[config.mk]
export PLATFORM = sky130hd
export DESIGN_NAME = fetch_prefetcher
export DESIGN_NICKNAME = d
export VERILOG_FILES = /design/src/rtl/fetch_prefetcher.sv
export SDC_FILE = /design/constraint.sdc
export NUM_CORES = 1
export LEC_CHECK = 0
export ABC_AREA = 1
export CAP_MARGIN = 20
export CORE_MARGIN = 5
export CORE_UTILIZATION = 30
export DETAILED_ROUTE_END_ITERATION = 10
export HOLD_SLACK_MARGIN = 0.06
export SLEW_MARGIN = 20
export SYNTH_ARGS = -nofsm -noshare
export SYNTH_HDL_FRONTEND = slang
export SYNTH_SLANG_ARGS = --single-unit
[constraint.sdc]
create_clock -name clk -period 3.4 [get_ports clk]
set_input_delay 0.68 -clock clk [delete_from_list [all_inputs] [get_ports clk]]
set_output_delay 0.68 -clock clk [all_outputs]
set_load 0.05 [all_outputs]
[src/rtl/fetch_prefetcher.sv]
// Sequential instruction prefetch queue: fetches 16-bit words into a small FIFO, supports redirect
// (flush) and a sticky memory-error halt. Define PREFETCH_STATS_EN for fetched/dropped counters.
module fetch_prefetcher #(
  parameter int                    ADDR_WIDTH = 16,
  parameter int                    DATA_WIDTH = 16,
  parameter int                    DEPTH      = 4,
  parameter logic [ADDR_WIDTH-1:0] RESET_ADDR = '0
) (
  input  logic                  clk,
  input  logic                  rst,
  output logic                  mem_req,
  output logic [ADDR_WIDTH-1:0] mem_addr,
  input  logic [DATA_WIDTH-1:0] mem_data,
  input  logic                  mem_ready,
  input  logic                  mem_error,
  output logic [DATA_WIDTH-1:0] cpu_data,
  output logic [ADDR_WIDTH-1:0] cpu_addr,
  output logic                  cpu_valid,
  input  logic                  cpu_take,
  input  logic                  flush,
  input  logic [ADDR_WIDTH-1:0] flush_addr,
  output logic                  fetch_err
`ifdef PREFETCH_STATS_EN
  ,
  output logic [15:0]           stat_fetched,
  output logic [15:0]           stat_dropped
`endif
);

  localparam int PW = $clog2(DEPTH);
  localparam int CW = PW + 1;

  localparam logic [1:0] S_IDLE  = 2'd0;
  localparam logic [1:0] S_REQ   = 2'd1;
  localparam logic [1:0] S_DRAIN = 2'd2;
  localparam logic [1:0] S_HALT  = 2'd3;

  logic [1:0]            state_q, state_d;
  logic                  mem_req_q, mem_req_d;
  logic [ADDR_WIDTH-1:0] mem_addr_q, mem_addr_d;
  logic [ADDR_WIDTH-1:0] redir_q, redir_d;
  logic [DATA_WIDTH-1:0] cpu_data_q, cpu_data_d;
  logic [ADDR_WIDTH-1:0] cpu_addr_q, cpu_addr_d;
  logic                  cpu_valid_q, cpu_valid_d;
  logic                  fetch_err_q, fetch_err_d;
  logic [PW-1:0]         head_q, head_d;
  logic [PW-1:0]         tail_q, tail_d;
  logic [CW-1:0]         count_q, count_d;
  logic [CW-1:0]         remain;
  logic                  push, pop;

  logic [DATA_WIDTH-1:0] fifo_q [DEPTH];

  always_comb begin
    // Flush wins over both the cpu pop and any response landing in the same cycle.
    pop    = cpu_take && (count_q != '0) && !flush;
    push   = (state_q == S_REQ) && mem_ready && !mem_error && !flush;
    remain = count_q - CW'(pop);

    count_d     = flush ? '0 : (count_q + CW'(push) - CW'(pop));
    head_d      = flush ? '0 : (pop  ? head_q + PW'(1) : head_q);
    tail_d      = flush ? '0 : (push ? tail_q + PW'(1) : tail_q);
    cpu_valid_d = (count_d != '0);
    cpu_addr_d  = flush ? flush_addr : (pop ? cpu_addr_q + ADDR_WIDTH'(1) : cpu_addr_q);

    // The head register shadows the FIFO slot at the next head, bypassing a push into an empty queue.
    cpu_data_d = cpu_data_q;
    if (!flush) begin
      if (remain == '0) begin
        if (push) cpu_data_d = mem_data;
      end else begin
        cpu_data_d = fifo_q[head_d];
      end
    end

    state_d     = state_q;
    mem_req_d   = mem_req_q;
    mem_addr_d  = mem_addr_q;
    redir_d     = redir_q;
    fetch_err_d = fetch_err_q;

    case (state_q)
      S_IDLE: begin
        if (flush) begin
          mem_addr_d = flush_addr;
        end else if (count_q < CW'(DEPTH)) begin
          state_d   = S_REQ;
          mem_req_d = 1'b1;
        end
      end
      S_REQ: begin
        if (flush) begin
          if (mem_ready || mem_error) begin
            state_d    = S_IDLE;
            mem_req_d  = 1'b0;
            mem_addr_d = flush_addr;
          end else begin
            state_d = S_DRAIN;
            redir_d = flush_addr;
          end
        end else if (mem_error) begin
          state_d     = S_HALT;
          mem_req_d   = 1'b0;
          fetch_err_d = 1'b1;
        end else if (mem_ready) begin
          mem_addr_d = mem_addr_q + ADDR_WIDTH'(1);
          if (count_d >= CW'(DEPTH)) begin
            state_d   = S_IDLE;
            mem_req_d = 1'b0;
          end
        end
      end
      S_DRAIN: begin
        if (flush) redir_d = flush_addr;
        if (mem_ready || mem_error) begin
          state_d    = S_REQ;
          mem_addr_d = flush ? flush_addr : redir_q;
        end
      end
      S_HALT: begin
        if (flush) begin
          state_d     = S_IDLE;
          fetch_err_d = 1'b0;
          mem_addr_d  = flush_addr;
        end
      end
      default: begin
        state_d   = S_IDLE;
        mem_req_d = 1'b0;
      end
    endcase
  end

  always_ff @(posedge clk or posedge rst) begin
    if (rst) begin
      state_q     <= S_IDLE;
      mem_req_q   <= 1'b0;
      mem_addr_q  <= RESET_ADDR;
      redir_q     <= RESET_ADDR;
      cpu_data_q  <= '0;
      cpu_addr_q  <= RESET_ADDR;
      cpu_valid_q <= 1'b0;
      fetch_err_q <= 1'b0;
      head_q      <= '0;
      tail_q      <= '0;
      count_q     <= '0;
    end else begin
      state_q     <= state_d;
      mem_req_q   <= mem_req_d;
      mem_addr_q  <= mem_addr_d;
      redir_q     <= redir_d;
      cpu_data_q  <= cpu_data_d;
      cpu_addr_q  <= cpu_addr_d;
      cpu_valid_q <= cpu_valid_d;
      fetch_err_q <= fetch_err_d;
      head_q      <= head_d;
      tail_q      <= tail_d;
      count_q     <= count_d;
    end
  end

  always_ff @(posedge clk) begin
    if (push) fifo_q[tail_q] <= mem_data;
  end

  assign mem_req   = mem_req_q;
  assign mem_addr  = mem_addr_q;
  assign cpu_data  = cpu_data_q;
  assign cpu_addr  = cpu_addr_q;
  assign cpu_valid = cpu_valid_q;
  assign fetch_err = fetch_err_q;

`ifdef PREFETCH_STATS_EN
  logic [15:0] fetched_q, dropped_q;
  logic        drop_ev;

  // A response is discarded when it arrives during DRAIN or collides with a flush in REQ.
  assign drop_ev = ((state_q == S_REQ) && flush && mem_ready && !mem_error) ||
                   ((state_q == S_DRAIN) && (mem_ready || mem_error));

  always_ff @(posedge clk or posedge rst) begin
    if (rst) begin
      fetched_q <= '0;
      dropped_q <= '0;
    end else begin
      if (push && (fetched_q != 16'hFFFF))    fetched_q <= fetched_q + 16'd1;
      if (drop_ev && (dropped_q != 16'hFFFF)) dropped_q <= dropped_q + 16'd1;
    end
  end

  assign stat_fetched = fetched_q;
  assign stat_dropped = dropped_q;
`endif

endmodule

==> impl_metrics.toml, run 1 <==
[outcome]
status = "finished clean"

[power]
total_power_mw = 8.460
p_per_area_nw_per_um2 = 900.1
irDropWorstVdd_uv = 348.2
leakagePower_nw = 4.111

[cts]
h-tree-depth = 4
clkLatencyLatePin_ps = 440
cts_root_buf = "clkbuf_16"
cts_setup_buffers = 0
clock_sinks = 140
path_clk_slew_ps = 70
hold_buffers = 0
cts_resized = 0
clk_path_buf_depth = 2
cts_buffers = 17
cts_tree = "yes"

[worst_setup_path]
startpoint_type = "input port"
max_stage_delay_ps = 450
cp_max_fo = 4
crit_chain = "clkdlybuf4s50_1 > inv_1 > nor2_1 > inv_1 > nor2_1 > inv_1 > ha_1 > inv_1 > ha_1 > fa_1 > xnor2_1 > o21ai_0 > nand2_1 > nor2_1 > a21oi_1"
end_kind = "flip-flop"
worst_path_max_delay_cell = "clkdlybuf4s50_1"
crit_type = "input port to flip-flop"
worstPathArrival_ps = 3310
crit_top_cell = "inv_1"
critPathRequiredTime_ps = 3730
critPathTopFamily = "adder cells"
crit_buf_inv = 5

[logic_synthesis]
yosysWarningCount = 0
yosys.area_share.simple_pct = 27.14
synth_top_family_by_area = "simple AND/OR/NAND/NOR gates"
ys_types = 45
muxShareOfSynthArea_pct = 0
yosys.area_share.xor_xnor_pct = 1.281
ys.flop_type = "dfrtp_1"
ys_ff_latch = 140
synth_compound_area_share_pct = 9.551
synthAdderAreaFrac_pct = 2.596
synth_edf_count = 64
syn_avg_cell_area_um2 = 8.318
seq_area_frac_synth_pct = 50.85
synth_nets = 957
syn_inst = 904
synthArstFlopShare_pct = 54.29
syn_area_um2 = 7520

[finish]
final_nets = 1049
final_area_um2 = 9399
multi_input_area_um2 = 3050
ff_latch_area_um2 = 3824
syn_to_final_growth_pct = 24.99
drive_above_1_share_pct = 7.830
antenna_cells = 0
fillers = 2537
mostFrequentLayoutCells = "nand2_1 (228), inv_1 (111), nand3_1 (104), clkdlybuf4s50_1 (88), nor2_1 (82)"
final_common_cell = "nand2_1"
fin_cells = 1339

[die]
io_pins = 89
placeableCoreArea_um2 = 24960
die_w_um = 168.3
rows = 58
fp.dieH_um = 168.3
die_area_um2 = 28330
start_util_pct = 30.12

[timing]
max_slew.worst_pin.slew_ps = 991.3
maxSlewViolCount = 0
finalHoldViolCount = 0
fin_crit_sh_pct = 87.64
fin_skew_ps = 15.05
rsz0062_at_grt = "no"
period_needed_ps = 2980
max_freq_mhz = 335.6
timing.slew.headroom_pct = 33.91
fin_setup_tns_ps = 0
setup_viol = 0

[routing]
drt_iter0_drc = 479
met1_length_um = 9204
drc = 0
wl_per_cell_um = 15.03
met3_length_um = 991
first_pass_iters = 5
wl_um = 20130
via_per_inst = 4.686
top_layer = "met4"
vias = 6274
detail-route-antenna-nets = 0
wl_met2_um = 9548

[placed_design]
dpl-instance-area_um2 = 8793
dp.cells = 1307
place.gp.congestion = 0.8435
dpl.hpwl_um = 13570
io_buffers = 88

[global_route]
grt_antenna_before_repair = 0
grt_pass1_vias = 6163
grt_pass1_wl_um = 32880
grt_max_degree = 39
grt_overflow = 0
grt_use_total_pct = 14.52

[min_path]
hp-class = "flip-flop to flip-flop"

[flow_run]
maxCapViolations = 0
-- area by class of cell --
class                           instances  share of cell area (%)
Multi-Input combinational cell        609                   32.45
Sequential cell                       140                   40.68
Tap cell                              330                   4.393
Inverter                              117                   4.686
Clock inverter                         15                   1.917
Timing Repair Buffer                  111                   11.34
Clock buffer                           17                   4.526
-- Yosys cell counts (all sizes together), types with 14 or more instances --
master,count,area share (%)
buf,27,2.2
nand3b,18,1.8
o21ai,33,2.2
nand2,232,12
nand3,106,7.3
inv,117,5.8
a21oi,57,3.8
dfrtp,76,25
nor2,85,4.6
edfxtp,64,26
ha,14,2.3
-- tightest hold or removal path: cells and delay by family, from the launching register on --
kind          cells  cell delay [ps]
flops             1              340
simple gates      2              110
-- cell families after synthesis --
group                      after synthesis
AOI/OAI and AO/OA                      123
xor gates and xnor gates                11
adders and majority gates               15
buffers and inverters                  155
DFF                                    140
and+or+nand+nor                        460
-- registers in the layout, indices dropped and copies added (netlist names) --
register	count
redir_q	16
head_q	2
mem_req	1
fetch_err	1
mem_addr	16
state_q	2
cpu_data	16
tail_q	2
cpu_addr	16
cpu_valid	1
count_q	3
fifo_q	64
-- stage by stage --
stage               util [%]  setup WS [ps]  hold WS [ps]
finish                 37.65          420.1         476.9
global route           37.65          211.2         504.7
CTS                    37.65          457.8         482.0
detailed placement     35.22          9.110         464.5
global placement       35.22          85.89         466.4
floorplan                  -          498.3         494.3
-- final timing paths --
path | start | end | slack (ps) | cells past startpoint
worst max-delay path | mem_ready | state_q[0]$_DFFE_PP0P_ | 420 | 15
worst min-delay path | cpu_data[9]$_DFFE_PP0P_ | cpu_data[9]$_DFFE_PP0P_ | 480 | 2
max in group asynchronous | rst | cpu_data[13]$_DFFE_PP0P_ | 2080 | 3
min in group asynchronous | rst | cpu_addr[11]$_DFFE_PP0P_ | 680 | 2
worst min register to register | cpu_data[9]$_DFFE_PP0P_ | cpu_data[9]$_DFFE_PP0P_ | 480 | 2
worst max register to register | state_q[1]$_DFFE_PP0P_ | state_q[0]$_DFFE_PP0P_ | 480 | 14
-- routing by layer --
| metal | vias up | global-route usage [%] |
|---|---|---|
| li1 | 3158 | - |
| met5 | - | 0 |
| met1 | 2933 | 19.33 |
| met2 | 158 | 23.27 |
| met4 | 0 | 5.540 |
| met3 | 25 | 3.052 |
-- power breakdown --
part	internal [mW]	switching [mW]
sequential	2.19	0.358
clock	1.05	0.849
combinational	1.31	2.70
Power figures use the tool's default switching activity.
==> run 2, diff against run 1 <==
==> constraint.sdc (replaced) <==
create_clock -name clk -period 3.4 [get_ports clk]
set_input_delay 1.02 -clock clk [delete_from_list [all_inputs] [get_ports clk]]
set_output_delay 1.02 -clock clk [all_outputs]
set_load 0.05 [all_outputs]
==> impl_metrics.toml, run 2 (synthesized netlist as in run 1, its figures left out) <==
[global_route]
grt_max_degree = 39
grt-busiest-layer = "met2"
grt_use_total_pct = 14.48
grt_overflow = 0
grtUsageMet2_pct = 23.48
grt_pass1_vias = 6104
gr-usage-met1_pct = 19.66
grt_antenna_before_repair = 0
met3_usage_pct = 2.982
grt_pass1_wl_um = 32830

[power]
irDropWorstVdd_uv = 357.5
leakagePower_nw = 4.138
p_per_area_nw_per_um2 = 890.8

[cts]
cts_resized = 0
cts_buffers = 17
cts_setup_buffers = 0
cts_root_buf = "clkbuf_16"
cts_tree = "yes"
h-tree-depth = 4
clkLatencyLatePin_ps = 420
clock_sinks = 140
path_clk_slew_ps = 70
clk_path_buf_depth = 2
hold_buffers = 0

[worst_setup_path]
startpoint_type = "input port"
crit_path_end = "state_q[0]$_DFFE_PP0P_"
worstPathArrival_ps = 3450
end_kind = "flip-flop"
cp_max_fo = 4
reg2reg_slack_ps = 710
rr_worst_depth = 15
crit_path_start = "mem_ready"
r2r_start = "state_q[1]$_DFFE_PP0P_"
rr_endpoint = "state_q[0]$_DFFE_PP0P_"
crit_type = "input port to flip-flop"
critPathRequiredTime_ps = 3750

[timing]
maxSlewViolCount = 0
fin_skew_ps = 10.68
max_freq_mhz = 322.1
worst_hold_slack_ps = 480.1
fin_crit_sh_pct = 91.32
fin_setup_tns_ps = 0
setup_slack_ps = 295.0
period_needed_ps = 3105
max_slew.worst_pin.slew_ps = 738.6
setup_viol = 0
rsz0062_at_grt = "no"
finalHoldViolCount = 0
timing.slew.headroom_pct = 50.71

[die]
die_w_um = 168.3
die_area_um2 = 28330
placeableCoreArea_um2 = 24960
start_util_pct = 30.12
io_pins = 89
fp.dieH_um = 168.3
rows = 58

[finish]
final_nets = 1057
fin_cells = 1347
mostFrequentLayoutCells = "nand2_1 (228), inv_1 (111), nand3_1 (104), clkdlybuf4s50_1 (88), nor2_1 (82)"
fillers = 2529
final_common_cell = "nand2_1"
postLayoutCoreUtil_pct = 37.78
top_register = "fifo_q"
antenna_cells = 0
syn_to_final_growth_pct = 25.42
largest_reg_flops = 64
drive_above_1_share_pct = 8.456

[routing]
wl_per_cell_um = 14.77
drc = 0
drt_iter0_drc = 454
wl_um = 19890
via_per_inst = 4.648
vias = 6261
detail-route-antenna-nets = 0
first_pass_iters = 4

[placed_design]
io_buffers = 88
place.gp.congestion = 0.8472
dp_worst_setup_slack_ps = -165.1
dpl.hpwl_um = 13650
dp.cells = 1315

[outcome]
status = "finished clean"

[flow_run]
maxCapViolations = 0

[min_path]
hold_depth = 2
hp-class = "flip-flop to flip-flop"
-- run 2: changes by cell type in the layout (fill, tap and decap cells not counted), sizes merged --
| cell | previous run | this run |
|---|---|---|
| inv | 123 | 125 |
| bufinv | 1 | 0 |
| clkinv | 7 | 6 |
| buf | 23 | 31 |
-- run 2: layout make-up --
| type | count | area [um^2] | area share, % |
|---|---|---|---|
| clock buffers | 17 | 425.4 | 4.510 |
| clock inverters | 15 | 127.6 | 1.353 |
| inverters | 117 | 440.4 | 4.670 |
| multi-input cells | 609 | 3050 | 32.34 |
| flip-flops and latches | 140 | 3824 | 40.54 |
| well taps | 330 | 412.9 | 4.378 |
| repair buffers | 119 | 1151 | 12.20 |
-- run 2: how the worst min path moves through the flow --
stage	startpoint	endpoint	slack (ps)
6_report	cpu_data[8]$_DFFE_PP0P_	cpu_data[8]$_DFFE_PP0P_	480
5_1_grt	cpu_data[10]$_DFFE_PP0P_	cpu_data[10]$_DFFE_PP0P_	510
3_5_place_dp	cpu_data[4]$_DFFE_PP0P_	cpu_data[4]$_DFFE_PP0P_	470
2_1_floorplan	redir_q[3]$_DFFE_PP0P_	redir_q[3]$_DFFE_PP0P_	490
4_1_cts	cpu_data[13]$_DFFE_PP0P_	cpu_data[13]$_DFFE_PP0P_	480
3_3_place_gp	cpu_data[4]$_DFFE_PP0P_	cpu_data[4]$_DFFE_PP0P_	460
-- run 2: layer usage --
metal	routed length (um)	vias up
li1	-	3181
met1	9188	2924
met2	9503	134
met3	895	22
met4	305	0
met5	0	-
-- run 2: worst max-delay path, cell delays in order --
cell	delay (ps)
clkdlybuf4s50_1	450
inv_1	40
nor2_1	120
inv_1	50
nor2_1	120
inv_1	80
ha_1	270
inv_1	40
ha_1	180
fa_1	380
xnor2_1	220
o21ai_0	100
buf_4	150
nand2_1	90
nor2_1	50
a21oi_1	120
-- run 2: where the power goes --
part | switching (mW) | internal (mW) | total, mW
Sequential | 0.366 | 2.19 | 2.55
Combinational | 2.70 | 1.39 | 4.08
Clock | 0.804 | 0.960 | 1.76
Total | 3.87 | 4.54 | 8.40
-- run 2: through the flow --
stage / total power [mW] / cell area (um^2)
floorplan: 5.362 / 7520
global placement: 6.641 / 8879
detailed placement: 6.689 / 8879
CTS: 8.479 / 9432
global route: 9.018 / 9432
finish: 8.401 / 9432
==> RTL change 1, RTL diff (settings of run 2) <==
The parameter `DEPTH` goes from 4 to 8.
--- a/src/rtl/fetch_prefetcher.sv
+++ b/src/rtl/fetch_prefetcher.sv
@@ -3,7 +3,7 @@
 module fetch_prefetcher #(
   parameter int                    ADDR_WIDTH = 16,
   parameter int                    DATA_WIDTH = 16,
-  parameter int                    DEPTH      = 4,
+  parameter int                    DEPTH      = 8,
   parameter logic [ADDR_WIDTH-1:0] RESET_ADDR = '0
 ) (
   input  logic                  clk,
Check against the original RTL: not equivalent (Yosys sat finds a counterexample within 10 cycles, from zero or initial values and one cycle with rst high).
==> RTL change 1 against run 2 <==
- synthesized cell count increased by 23%
- sequential cell count increased by 67
- count of clock-buffer cells in the layout is 14 higher
- highest routed layer unchanged
- cell area rose by 35%
- wire length is 41% higher
- power rose by 25%
- setup slack better by 0.11 ns
- clock power up 34%
- largest power group unchanged
- hold slack better by 0.043 ns
- area after synthesis grew 37%
==> RTL change 1: results (changes against run 2) <==
Synthesis:
- The compound-cell area share of the yosys netlist came to 8.88% (-0.67 points).
- The post-synthesis instance total is 1110 (+23%).
- The total nets after synthesis came to 1165 (+22%).
- The adder-cell share of the synthesized area is 2.13% (-0.46 points).
- The xor and xnor fraction of the mapped netlist area is 1.61% (+0.33 points).
- Ranked by instance count, the synthesized netlist is headed by 207 x sky130_fd_sc_hd__nand2_1, 166 x sky130_fd_sc_hd__nand3_1, 138 x sky130_fd_sc_hd__inv_1, 128 x sky130_fd_sc_hd__edfxtp_1, 79 x sky130_fd_sc_hd__dfrtp_1.
- The number of enable-type register cells in the synthesized netlist is 128 (+100%).
- The sequential-to-total area share from yosys stat is 56.4% (+5.5 points).
- The unique cell type count in the Yosys netlist is 37 (-18%).

Place:
- The last weighted congestion value of the routability-driven placer is 0.870 (+2.6%).
- The count of placed standard cells including taps is 1643 (+25%).
- The half-perimeter wire length after detailed placement was 18100 um (+33%).

Finish:
- The share of layout cells above drive strength 1 came to 9.36% (+0.90 points).
- The number of fill cells was 3373 (+33%).
- The post-layout net count is 1268 (+20%).

Detailed routing:
- The sum of routed wire length over all layers was 28000 um (+41%).
- The via density per instance is 4.81 (+3.6%).
- The number of DRC violations after detailed-routing iteration 0 is 622 (+37%).
- The detailed-router iteration count before antenna repair came to 7 (+3).
- The total via count after detailed routing is 8108 (+30%).

Pwr:
- The worst ir drop on vdd is 519 uV (+45%).
- The leakage dissipation is 5.15 nW (+24%).
- The cell-internal power is 6.07 mW (+34%).

Global routing:
- The global-route usage over all layers is 14.6% (+0.077 points).
- The met2 track demand over resource is 23.7% (+0.24 points).
- The pin count of the biggest net entering global routing was 45 (+15%).
- The met1 capacity usage during global routing is 20.3% (+0.64 points).
- The met3 routing resource usage after global routing was 2.81% (-0.17 points).

Clock network:
- The level count of the clock H-tree is 1 (-3).
- The register clock-pin slew on the reported worst setup and hold paths is 0.06 ns.
- The insertion delay of the later-clocked pin in the worst-skew pair came to 0.51 ns (+0.09 ns).
- The clock buffer count from CTS is 23 (+6).

Timing:
- The slew at the pin closest to its max-slew limit was 0.702 ns (-0.0369 ns).

Status:
- The flow ran to the end, and the final reports show no timing, DRC or antenna violations.

Critical path:
- The arrival time reported for the critical path endpoint is 3.38 ns (-0.07 ns).
[RTL change 1: per-stage QoR]
stage / hold slack (ns) / util, % / total power, mW / TNS (ns) / worst slack (ns)
6_report: 0.523 / 37.2 / 10.5 / 0 / 0.409
5_1_grt: 0.540 / 37.2 / 11.2 / 0 / 0.122
4_1_cts: 0.526 / 37.2 / 10.6 / 0 / 0.388
3_5_place_dp: 0.510 / 35.2 / 8.23 / -0.326 / -0.143
3_3_place_gp: 0.505 / 35.2 / 8.18 / -0.149 / -0.0888
2_1_floorplan: 0.495 / - / 6.68 / 0 / 0.104
[RTL change 1: area by class of cell]
class | count | share of cell area [%]
Inverter | 143 | 4.21
Tap cell | 455 | 4.46
Timing Repair Buffer | 133 | 10.9
Clock buffer | 31 | 4.90
Sequential cell | 207 | 45.6
Multi-Input combinational cell | 705 | 29.3
Clock inverter | 10 | 0.618
[RTL change 1: final timing paths]
kind	to	slack, ns	startpoint	cells after the start
setup / recovery	state_q[0]	0.41	mem_ready	17
hold / removal	cpu_data[12]	0.52	cpu_data[12]	2
setup reg to reg	state_q[0]	0.74	state_q[1]	16
hold reg to reg	cpu_data[12]	0.52	cpu_data[12]	2
max in group asynchronous	cpu_data[12]	1.86	rst	3
min in group asynchronous	cpu_data[2]	0.92	rst	2
[RTL change 1: metal layers]
| layer | vias to the layer above | wire [um] | share of wire, % |
|---|---|---|---|
| met5 | - | 0 | 0 |
| met2 | 239 | 13200 | 47 |
| met4 | 0 | 517 | 1.8 |
| met1 | 3866 | 12600 | 45 |
| met3 | 42 | 1650 | 5.9 |
| li1 | 3961 | - | - |
[RTL change 1: power by group through the flow]
stage               Clock (mW)  Sequential [mW]  Combinational [mW]
detailed placement           0             3.54                4.69
global placement             0             3.54                4.64
floorplan                    0             4.29                2.38
global route              2.53             3.56                5.15
CTS                       2.41             3.50                4.71
finish                    2.35             3.50                4.67
[RTL change 1: critical path, cell delays in order]
cell	delay, ns
sky130_fd_sc_hd__clkdlybuf4s50_1	0.45
sky130_fd_sc_hd__inv_1	0.05
sky130_fd_sc_hd__nor2_1	0.20
sky130_fd_sc_hd__nand2_1	0.10
sky130_fd_sc_hd__nor2_1	0.13
sky130_fd_sc_hd__inv_1	0.06
sky130_fd_sc_hd__ha_1	0.26
sky130_fd_sc_hd__inv_1	0.04
sky130_fd_sc_hd__ha_1	0.19
sky130_fd_sc_hd__nand3_1	0.08
sky130_fd_sc_hd__nand2_1	0.06
sky130_fd_sc_hd__xor2_1	0.15
sky130_fd_sc_hd__o21ai_0	0.15
sky130_fd_sc_hd__buf_4	0.15
sky130_fd_sc_hd__nand2_1	0.07
sky130_fd_sc_hd__nor3_1	0.15
sky130_fd_sc_hd__a21oi_1	0.06
==> RTL change 2, RTL diff (flow settings as in run 2) <==
Made on the original files. `cpu_data_q` no longer has a reset.
--- a/src/rtl/fetch_prefetcher.sv
+++ b/src/rtl/fetch_prefetcher.sv
@@ -137,7 +137,6 @@
       mem_req_q   <= 1'b0;
       mem_addr_q  <= RESET_ADDR;
       redir_q     <= RESET_ADDR;
-      cpu_data_q  <= '0;
       cpu_addr_q  <= RESET_ADDR;
       cpu_valid_q <= 1'b0;
       fetch_err_q <= 1'b0;
@@ -149,7 +148,6 @@
       mem_req_q   <= mem_req_d;
       mem_addr_q  <= mem_addr_d;
       redir_q     <= redir_d;
-      cpu_data_q  <= cpu_data_d;
       cpu_addr_q  <= cpu_addr_d;
       cpu_valid_q <= cpu_valid_d;
       fetch_err_q <= fetch_err_d;
@@ -157,6 +155,10 @@
       tail_q      <= tail_d;
       count_q     <= count_d;
     end
+  end
+
+  always_ff @(posedge clk) begin
+    cpu_data_q <= cpu_data_d;
   end
 
   always_ff @(posedge clk) begin
Formal check against the unedited RTL: differs if rst is asserted again (counterexample within 4 cycles, from zero or initial values and one cycle with rst high); with rst held inactive, the same outputs for 4 cycles.
==> RTL change 2 against run 2 <==
- sequential cell count stayed put
- critical path type unchanged
- cell area is 1.4% higher
- setup slack improved by 0.073 ns
- die area is 1.6% higher
- core utilization is 0.29 points higher
- first-iteration DRC count increased by 3.7%
- sequential power grew 2%
- largest power group unchanged
- via count is 0.11% higher
- global-route usage is 0.16 points lower
- area after synthesis increased by 1.7%
- power is 1.6% higher
- cell count grew 0.22%
- wire length is 3.0% higher
==> RTL change 2: results (changes against run 2) <==
Detailed routing:
- The number of DRC violations after detailed-routing iteration 0 is 471 (+3.7%).
- The sum of routed wire length over all layers came to 20500 um (+3.0%).
- The total via count after detailed routing is 6268 (+0.11%).
- The routed length per placed instance was 15.2 um (+2.8%).

Synthesis:
- The unique cell type count in the Yosys netlist came to 42 (-6.7%).
- The number of enable-type register cells in the synthesized netlist is 80 (+25%).
- The compound-cell area share of the yosys netlist is 8.85% (-0.70 points).
- The xor and xnor fraction of the mapped netlist area is 1.60% (+0.32 points).
- The sequential-to-total area share from yosys stat is 51.1% (+0.22 points).
- In the synthesized netlist, the cells that appear most often are 245 x sky130_fd_sc_hd__nand2_1, 136 x sky130_fd_sc_hd__inv_1, 88 x sky130_fd_sc_hd__nand3_1, 80 x sky130_fd_sc_hd__edfxtp_1, 60 x sky130_fd_sc_hd__dfrtp_1.
- After synthesis, the cell types taking the most area are sky130_fd_sc_hd__edfxtp_1 31%, sky130_fd_sc_hd__dfrtp_1 20%, sky130_fd_sc_hd__nand2_1 12%.
- The adder-cell share of the synthesized area is 2.55% (-0.042 points).
- The mean cell area of the mapped netlist is 8.46 sq um (+1.7%).
- The post-synthesis async set-or-reset flop share is 42.9% (-11 points).

Critical path:
- The delay of the slowest critical-path stage was 0.50 ns (+0.05 ns).
- The setup slack on the worst flop-to-flop path is 0.62 ns (-0.09 ns).

Finish:
- The post-layout net count came to 1060 (+0.28%).
- The area growth from synthesis to layout is 25.1%.
- The number of fill cells is 2508 (-0.83%).
- The multi-input logic area is 0.00300 sq mm (-1.8%).
- The clock network contribution to total cell area is 6.02% (+0.16 points).
- The count of inverters other than clock inverters in the layout is 142 (+21%).

Place:
- The pre-CTS worst setup slack is -0.0302 ns (+0.135 ns).
- The last weighted congestion value of the routability-driven placer is 0.872 (+2.9%).
- The half-perimeter wire length after detailed placement is 14000 um (+2.5%).
- The count of placed standard cells including taps came to 1318 (+0.23%).

Timing:
- The hold slack is 0.528 ns (+0.0481 ns).
- The slew at the pin closest to its max-slew limit is 0.803 ns (+0.0647 ns).
- The top achievable clock speed came to 330 MHz (+2.4%).

Pwr:
- The worst ir drop on vdd was 374 uV (+4.7%).
- The power density over the cells came to 892 mW/mm^2 (+0.18%).
- The power consumed by sequential cells is 2.61 mW (+2%).

Status:
- The run finished with clean final reports.

Global routing:
- The via count of the first global-routing pass is 5858 (-4.0%).
- The global-route wire length before repair is 32400 um (-1.3%).
- The pin count of the biggest net entering global routing is 42 (+7.7%).
RTL change 2: cells by family (layout without fill, tap and decap cells):
group | after synthesis | in the layout
and+or+nand+nor | 438 | 438
xor gates and xnor gates | 14 | 14
AOI/OAI and AO/OA | 120 | 120
DFF | 140 | 140
buffers and inverters | 177 | 293
adders and majority gates | 15 | 15
RTL change 2: path summary, 6_finish.rpt:
path	startpoint	cells past startpoint	endpoint
worst max-delay path	mem_ready	13	state_q[0]
worst min-delay path	mem_req	2	mem_req
worst min register to register	mem_req	2	mem_req
max in group asynchronous	rst	3	mem_addr[4]
min in group asynchronous	rst	2	cpu_addr[5]
worst max register to register	state_q[1]	14	state_q[0]
RTL change 2: metal layers:
metal	vias to the layer above	part of all wire (%)	wire (um)	global-route usage, %
met2	172	44	8990	21.3
met5	-	0	0	0
met1	2908	48	9930	20.9
met4	0	1.2	245	3.96
li1	3171	-	-	-
met3	17	6.5	1330	3.33
